`src/rtl/instr_mem_loader.sv`:
```
// Packs a big-endian byte stream into 32-bit words and writes them into instruction RAM.
// Keeps the core in reset until the whole image is written. Optional LOADER_CHECKSUM_EN adds a trailer-byte check.
module instr_mem_loader #(
  parameter int DATA_WIDTH      = 32,
  parameter int INSTR_MEM_DEPTH = 1024,
  parameter int CNT_WIDTH       = 11
) (
  input  logic                  CLK,
  input  logic                  RST,
  input  logic                  start,
  input  logic [CNT_WIDTH-1:0]  word_count,
  input  logic [7:0]            byte_in,
  input  logic                  byte_valid,
  output logic                  byte_ready,
  output logic                  WE,
  output logic [DATA_WIDTH-1:0] A,
  output logic [DATA_WIDTH-1:0] WD,
  output logic                  cpu_rst_n,
  output logic                  busy,
  output logic                  done,
  output logic                  error
);

`ifdef LOADER_CHECKSUM_EN
  typedef enum logic [2:0] {IDLE, RECV, WRITE, CHK, DONE, ERR} state_t;
`else
  typedef enum logic [2:0] {IDLE, RECV, WRITE, DONE, ERR} state_t;
`endif

  localparam logic [CNT_WIDTH-1:0] DEPTH_C = CNT_WIDTH'(INSTR_MEM_DEPTH);

  state_t                state, state_n;
  logic [CNT_WIDTH-1:0]  word_idx, word_idx_n;
  logic [CNT_WIDTH-1:0]  cnt_q, cnt_q_n;
  logic [1:0]            byte_cnt, byte_cnt_n;
  logic [DATA_WIDTH-1:0] shreg, shreg_n;
  logic                  ready_n, we_n, cpu_rst_n_n, busy_n, done_n, error_n;
  logic [DATA_WIDTH-1:0] a_n, wd_n;
`ifdef LOADER_CHECKSUM_EN
  logic [7:0]            sum, sum_n;
`endif

  always_ff @(posedge CLK or negedge RST) begin
    if (!RST) begin
      state      <= IDLE;
      word_idx   <= '0;
      cnt_q      <= '0;
      byte_cnt   <= '0;
      shreg      <= '0;
      byte_ready <= 1'b0;
      WE         <= 1'b0;
      A          <= '0;
      WD         <= '0;
      cpu_rst_n  <= 1'b0;
      busy       <= 1'b0;
      done       <= 1'b0;
      error      <= 1'b0;
`ifdef LOADER_CHECKSUM_EN
      sum        <= '0;
`endif
    end else begin
      state      <= state_n;
      word_idx   <= word_idx_n;
      cnt_q      <= cnt_q_n;
      byte_cnt   <= byte_cnt_n;
      shreg      <= shreg_n;
      byte_ready <= ready_n;
      WE         <= we_n;
      A          <= a_n;
      WD         <= wd_n;
      cpu_rst_n  <= cpu_rst_n_n;
      busy       <= busy_n;
      done       <= done_n;
      error      <= error_n;
`ifdef LOADER_CHECKSUM_EN
      sum        <= sum_n;
`endif
    end
  end

  // Outputs are decoded from the next state so that they are registered yet line up with the state.
  always_comb begin
    state_n    = state;
    word_idx_n = word_idx;
    cnt_q_n    = cnt_q;
    byte_cnt_n = byte_cnt;
    shreg_n    = shreg;
`ifdef LOADER_CHECKSUM_EN
    sum_n      = sum;
`endif

    case (state)
      IDLE, DONE, ERR: begin
        if (start) begin
          if (word_count == '0 || word_count > DEPTH_C) begin
            state_n = ERR;
          end else begin
            state_n    = RECV;
            word_idx_n = '0;
            byte_cnt_n = '0;
            cnt_q_n    = word_count;
`ifdef LOADER_CHECKSUM_EN
            sum_n      = '0;
`endif
          end
        end
      end
      RECV: begin
        if (byte_valid && byte_ready) begin
          shreg_n    = {shreg[DATA_WIDTH-9:0], byte_in};
          byte_cnt_n = byte_cnt + 2'd1;
`ifdef LOADER_CHECKSUM_EN
          sum_n      = sum + byte_in;
`endif
          if (byte_cnt == 2'd3) state_n = WRITE;
        end
      end
      WRITE: begin
        word_idx_n = word_idx + 1'b1;
        byte_cnt_n = '0;
        if (word_idx_n == cnt_q) begin
`ifdef LOADER_CHECKSUM_EN
          state_n = CHK;
`else
          state_n = DONE;
`endif
        end else begin
          state_n = RECV;
        end
      end
`ifdef LOADER_CHECKSUM_EN
      CHK: begin
        if (byte_valid && byte_ready) begin
          state_n = (8'(sum + byte_in) == 8'd0) ? DONE : ERR;
        end
      end
`endif
      default: state_n = IDLE;
    endcase

`ifdef LOADER_CHECKSUM_EN
    ready_n = (state_n == RECV) || (state_n == CHK);
    busy_n  = (state_n == RECV) || (state_n == WRITE) || (state_n == CHK);
`else
    ready_n = (state_n == RECV);
    busy_n  = (state_n == RECV) || (state_n == WRITE);
`endif
    we_n        = (state_n == WRITE);
    cpu_rst_n_n = (state_n == DONE);
    done_n      = (state_n == DONE);
    error_n     = (state_n == ERR);
    a_n         = A;
    wd_n        = WD;
    if (state_n == WRITE) begin
      a_n  = DATA_WIDTH'({word_idx_n, 2'b00});
      wd_n = shreg_n;
    end
  end

endmodule

```
`config.mk`:
```
export PLATFORM = sky130hd
export DESIGN_NAME = instr_mem_loader
export DESIGN_NICKNAME = d
export VERILOG_FILES = /design/src/rtl/instr_mem_loader.sv
export SDC_FILE = /design/constraint.sdc
export NUM_CORES = 1
export LEC_CHECK = 0
export CAP_MARGIN = 20
export CORE_ASPECT_RATIO = 0.6
export CORE_MARGIN = 1.5
export CORE_UTILIZATION = 40
export CTS_CLUSTER_SIZE = 16
export DETAILED_ROUTE_END_ITERATION = 10
export PLACE_DENSITY = 0.77
export SYNTH_ARGS = -nofsm -noshare
export SYNTH_HDL_FRONTEND = slang
export SYNTH_SLANG_ARGS = --single-unit
```
`constraint.sdc`:
```
create_clock -name CLK -period 2.32 [get_ports CLK]
set_input_delay 0.464 -clock CLK [delete_from_list [all_inputs] [get_ports CLK]]
set_output_delay 0.464 -clock CLK [all_outputs]
set_load 0.1 [all_outputs]
```
==> results_dict.tcl, run 1 <==
set metrics [dict create \
    status "complete, no violations" \
    die_w_um 144 \
    crit_start "word_idx[1]" \
    hold_class "primary input to async pin" \
    wire_per_inst_um 16.6 \
    grt_pass1_wl_um 16600 \
    antenna_found_initial 0 \
    maxCapViolCount 0 \
    clock_path_buffers 2 \
    fmax_ghz 0.460 \
    first_iter_violations 209 \
    worstRegToRegCells 7 \
    setup_viol 0 \
    rrSetupSlack_ps 150 \
    place_inst 611 \
    cts-root-buf "clkbuf_16" \
    skew_ps 8.32 \
    cp-end-kind "flip-flop" \
    setup.worst_path.start_class "flip-flop" \
    clock_sink_count 107 \
    crit_fanout 7 \
    core_um2 11400 \
    clk_pin_slew_worst_paths_ps 70 \
    final_cells 627 \
    dpl_worst_slack_ps -88.1 \
    synth_compound_area_share_pct 7.24 \
    final_max_slew_viol_count 0 \
    start_util_pct 41.7 \
    critPathKind "flip-flop to flip-flop" \
    antenna_cells 0 \
    tritoncts "built" \
    dp_hpwl_um 7720 \
    ios 93 \
    ys_warn_count 0 \
    syn-mean-instance-area_um2 12.7 \
    viasPerCell 5.01 \
    fin_util_pct 51.3 \
    fin_crit_sh_pct 93.7 \
    drt_wl_total_um 10400 \
    post-cts-setup-buffer-count 0 \
    nFillCells 956 \
    gr-total-overflow 0 \
    dominantRegCellSynth "dfrtp_1" \
    grt_pass1_vias 3003 \
    netlist_area_um2 4770 \
    grt_max_degree 47 \
    detail_route.first_pass.iterations 5 \
    worst_slack_ps 147 \
    synthToLayoutAreaGrowth_pct 23.0 \
    synth_xor_area_share_pct 2.91 \
    drc 0 \
    holdWs_ps 122 \
    num_vias 3144 \
    required_ps 2530 \
    cts_buffers 9 \
    netlist-cell-type-count 50 \
    synth_top_family_by_area "multiplexers" \
    synth.area.mux_share_pct 19.5 \
    ys_seq_elements 107 \
    place.gp.congestion 0.845 \
    syn_inst 375 \
    clk_latency_ps 340 \
    worst_pin_slew_ps 621 \
    synth_fa_ha_area_share_pct 0.525 \
    htree_levels 3 \
    layout_min_cycle_time_ps 2170 \
    worstReg2RegEnd "busy" \
    rsz0062_at_grt "no" \
    yosys.area_share.simple_pct 6.85 \
    r2r-start "word_idx[1]" \
    relSlewSlack_pct 58.6 \
    worstPathArrival_ps 2390 \
    fin_nets 487 \
    async_reset_ff_share_pct 100 \
    ant_nets 0 \
    fp-row-count 30 \
    ys_seq_area_share_pct 56.1 \
    grt.total_usage_pct 17.4 \
    io_buffers 71 \
    design.die.area_um2 12600 \
    endpoint "busy" \
    finalHoldViolations 0 \
    die_h_um 87.6 \
    layout-drive-gt1-share_pct 39.6 \
    synth_enable_flop_cells 0 \
]
[cell type report]
cell class / instances / area, µm² / share of cell area, %
clock inverters: 6 / 48.8 / 0.832
well taps: 160 / 200 / 3.41
repair buffers: 94 / 808 / 13.8
multi-input cells: 241 / 1860 / 31.7
flip-flops and latches: 107 / 2680 / 45.7
inverters: 9 / 33.8 / 0.576
clock buffers: 10 / 239 / 4.07
[registers in the layout, indices dropped and copies added, names as in the netlist, 2 cells and up]
signal / flops
byte_cnt: 2
A: 11
cnt_q: 11
WD: 32
state: 3
shreg: 32
word_idx: 11
[metal layers]
metal  global-route usage (%)  wire length, µm
met5                        0                0
met4                     5.29               40
met2                     23.6             4460
met3                     3.83              627
met1                     27.2             5260
[worst max-delay path, stage by stage, from the launching register on]
cell	delay (ps)
dfrtp_1	410
ha_2	280
and2_2	200
nand3_1	130
xnor2_1	180
o21ai_0	100
or4_4	520
a21o_1	230
[placed cells by master, fill, tap and decap left out, drive strengths merged, types with 5 or more instances in the layout]
| cell type | synthesis | final |
|---|---|---|
| a21oi | 14 | 14 |
| a31oi | 10 | 10 |
| and3 | 5 | 5 |
| buf | 33 | 73 |
| clkbuf | 4 | 10 |
| clkdlybuf4s50 | 0 | 21 |
| conb | 1 | 21 |
| dfrtp | 107 | 107 |
| inv | 8 | 10 |
| mux2 | 81 | 81 |
| nand2 | 20 | 20 |
| nand3 | 9 | 9 |
| nor2 | 13 | 13 |
| o21ai | 14 | 14 |
| xnor2 | 9 | 9 |
| xor2 | 6 | 6 |
[kinds of logic (layout without fill, tap and decap cells)]
kind of cell               after synthesis  count (layout)
adders and majority gates                2               2
AOI/OAI and AO/OA                       55              55
xor gates and xnor gates                15              15
and+or+nand+nor                         65              65
DFF                                    107             107
muxes                                   83              83
other                                    1              21
buffers and inverters                   47             119
[worst min-delay path by stage]
stage	slack, ps	to	startpoint
after floorplan	170	A[10]	RST
after global placement	470	A[3]	A[3]
after detailed placement	480	shreg[25]	shreg[25]
after CTS	150	cnt_q[2]	RST
after global routing	170	cnt_q[2]	RST
final	120	cnt_q[3]	RST
[repair_timing]
item,in CTS,in global routing
hold buffers,0,0
endpoints found under the setup margin,0,2
resized for setup,0,2
[through the flow]
step / area (µm²) / TNS [ps]
floorplan: 4850 / 0
global placement: 5570 / -404
detailed placement: 5570 / -1210
CTS: 5860 / 0
global route: 5870 / 0
finish: 5870 / 0
[synth_stat cells, types with 2 or more instances]
cell / count / area share [%]
dfrtp_1: 107 / 56
mux2i_1: 2 / 0.42
nand2_1: 20 / 1.6
clkbuf_8: 2 / 0.58
nand4_1: 3 / 0.39
inv_1: 8 / 0.63
buf_4: 22 / 3.5
a21oi_1: 14 / 1.5
nor4_1: 3 / 0.39
xor2_1: 5 / 0.92
a21o_1: 2 / 0.31
clkbuf_1: 2 / 0.16
nand3_1: 9 / 0.94
xnor2_1: 9 / 1.7
a31oi_1: 10 / 1.3
a31o_2: 2 / 0.37
and3_1: 4 / 0.52
o21a_1: 2 / 0.31
ha_1: 2 / 0.52
buf_2: 11 / 1.2
mux2_2: 81 / 19
o21ai_0: 14 / 1.5
nor3_1: 3 / 0.31
nor2_1: 12 / 0.94
Power of run 1 is left out: the tool's default activity adds up to more than one toggle a clock period on the data nets, which glitch-free logic cannot reach.
==> run 2: changes to the inputs <==
- CTS_CLUSTER_DIAMETER: not set -> 30
==> results of run 2 <==
Final layout, timing and power as in run 1 (identical DEF).
Power of run 2 is left out for the same reason.
==> run 3: changes to the inputs <==
- PLACE_DENSITY: 0.77 -> 0.74
- clock period: 2.32 -> 2.6 ns (I/O delays scaled with it)
==> run 3 against run 2 <==
  * Sequential share of layout area rose by 0.54 points
  * Register-to-register slack improved by 100 ps
  * Sequential cell count unchanged
  * First-iteration DRC count increased by 5.3%
  * Non-clock buffer count down 11
  * Final cell count shrank 1.8%
  * Critical path type unchanged
  * Critical endpoint unchanged
  * Highest routed layer unchanged
==> results_dict.tcl, run 3 (same netlist as run 1, synthesis figures left out) <==
set metrics [dict create \
    drt_wl_total_um 10100 \
    worstReg2RegEnd "busy" \
    ios 93 \
    clock_path_buffers 2 \
    antenna_found_initial 0 \
    maxCapViolCount 0 \
    first_iter_violations 220 \
    cp-end-kind "flip-flop" \
    gr-total-overflow 0 \
    detail_route.first_pass.iterations 4 \
    setup.worst_path.start_class "flip-flop" \
    cts_hold_buf 0 \
    antenna_cells 0 \
    status "complete, no violations" \
    io_buffers 71 \
    fp-row-count 30 \
    fin_nets 476 \
    finalHoldViolations 0 \
    worstPathArrival_ps 2560 \
    clk_pin_slew_worst_paths_ps 70 \
    clk_latency_ps 340 \
    grt_pass1_vias 2929 \
    fmax_ghz 0.425 \
    design.die.area_um2 12600 \
    cts_buffers 9 \
    rrSetupSlack_ps 250 \
    reg_top3 "WD x32, shreg x32" \
    layout-drive-gt1-share_pct 37.5 \
    synthToLayoutAreaGrowth_pct 21.5 \
    crit_fanout 8 \
    tns_ps 0 \
    cts-root-buf "clkbuf_16" \
    hold_class "primary input to async pin" \
    grt.total_usage_pct 16.8 \
    die_w_um 144 \
    setup_viol 0 \
    tritoncts "built" \
    dp_hpwl_um 7290 \
    drc 0 \
    skew_ps 5.04 \
    wire_per_inst_um 16.4 \
    ant_nets 0 \
    core_um2 11400 \
    grt_max_degree 54 \
    place.gp.congestion 0.862 \
    post-cts-setup-buffer-count 0 \
    final_max_slew_viol_count 0 \
    r2r-start "word_idx[1]" \
    critPathKind "flip-flop to flip-flop" \
    holdWs_ps 106 \
    num_vias 3082 \
    mostFrequentLayoutCells "dfrtp_1, mux2_2, buf_4" \
    htree_levels 3 \
    grt_pass1_wl_um 16000 \
    worstRegToRegCells 7 \
    clock_sink_count 107 \
    ctsResizeCount 0 \
    layout_commonest_cell "dfrtp_1" \
    fin_crit_sh_pct 90.5 \
    start_util_pct 41.7 \
    rsz0062_at_grt "no" \
    die_h_um 87.6 \
    layout_min_cycle_time_ps 2350 \
    viasPerCell 5.00 \
    required_ps 2810 \
]
[run 3: worst max-delay path by stage]
stage	from	endpoint	slack, ps	cells past startpoint
CTS	word_idx[1]	busy	290	7
floorplan	byte_ready	WD[10]	150	6
global placement	word_count[1]	word_idx[9]	80	7
detailed placement	word_count[7]	word_idx[7]	-20	8
global route	word_idx[1]	busy	140	7
finish	word_idx[1]	busy	250	7
[run 3: cell type report]
class,instances,area (µm²)
clock inverters,7,75.1
multi-input cells,241,1850
inverters,9,33.8
clock buffers,9,225
fillers,993,5650
well taps,160,200
repair buffers,83,738
flip-flops and latches,107,2680
[run 3: per-layer routing]
metal	wire [µm]	global-route usage (%)
met3	555	3.77
met1	5270	26.6
met2	4220	22.7
met4	40	4.73
met5	0	0
[run 3: critical path: stages (launching register included)]
cell     delay [ps]
dfrtp_1         390
ha_1            330
and2_2          240
nand3_1         160
xnor2_1         220
o21ai_0         110
or4_4           520
a21o_1          240
[run 3: stage by stage]
step / instances / util (%) / cell area, µm² / setup slack (ps)
2_1_floorplan: 395 / - / 4850 / 147
4_1_cts: 616 / 50.6 / 5800 / 287
5_1_grt: 616 / 50.6 / 5800 / 138
3_3_place_gp: 600 / 48.0 / 5500 / 78.5
3_5_place_dp: 600 / 48.0 / 5500 / -15.4
6_report: 616 / 50.6 / 5800 / 247
Power of run 3 is left out for the same reason.
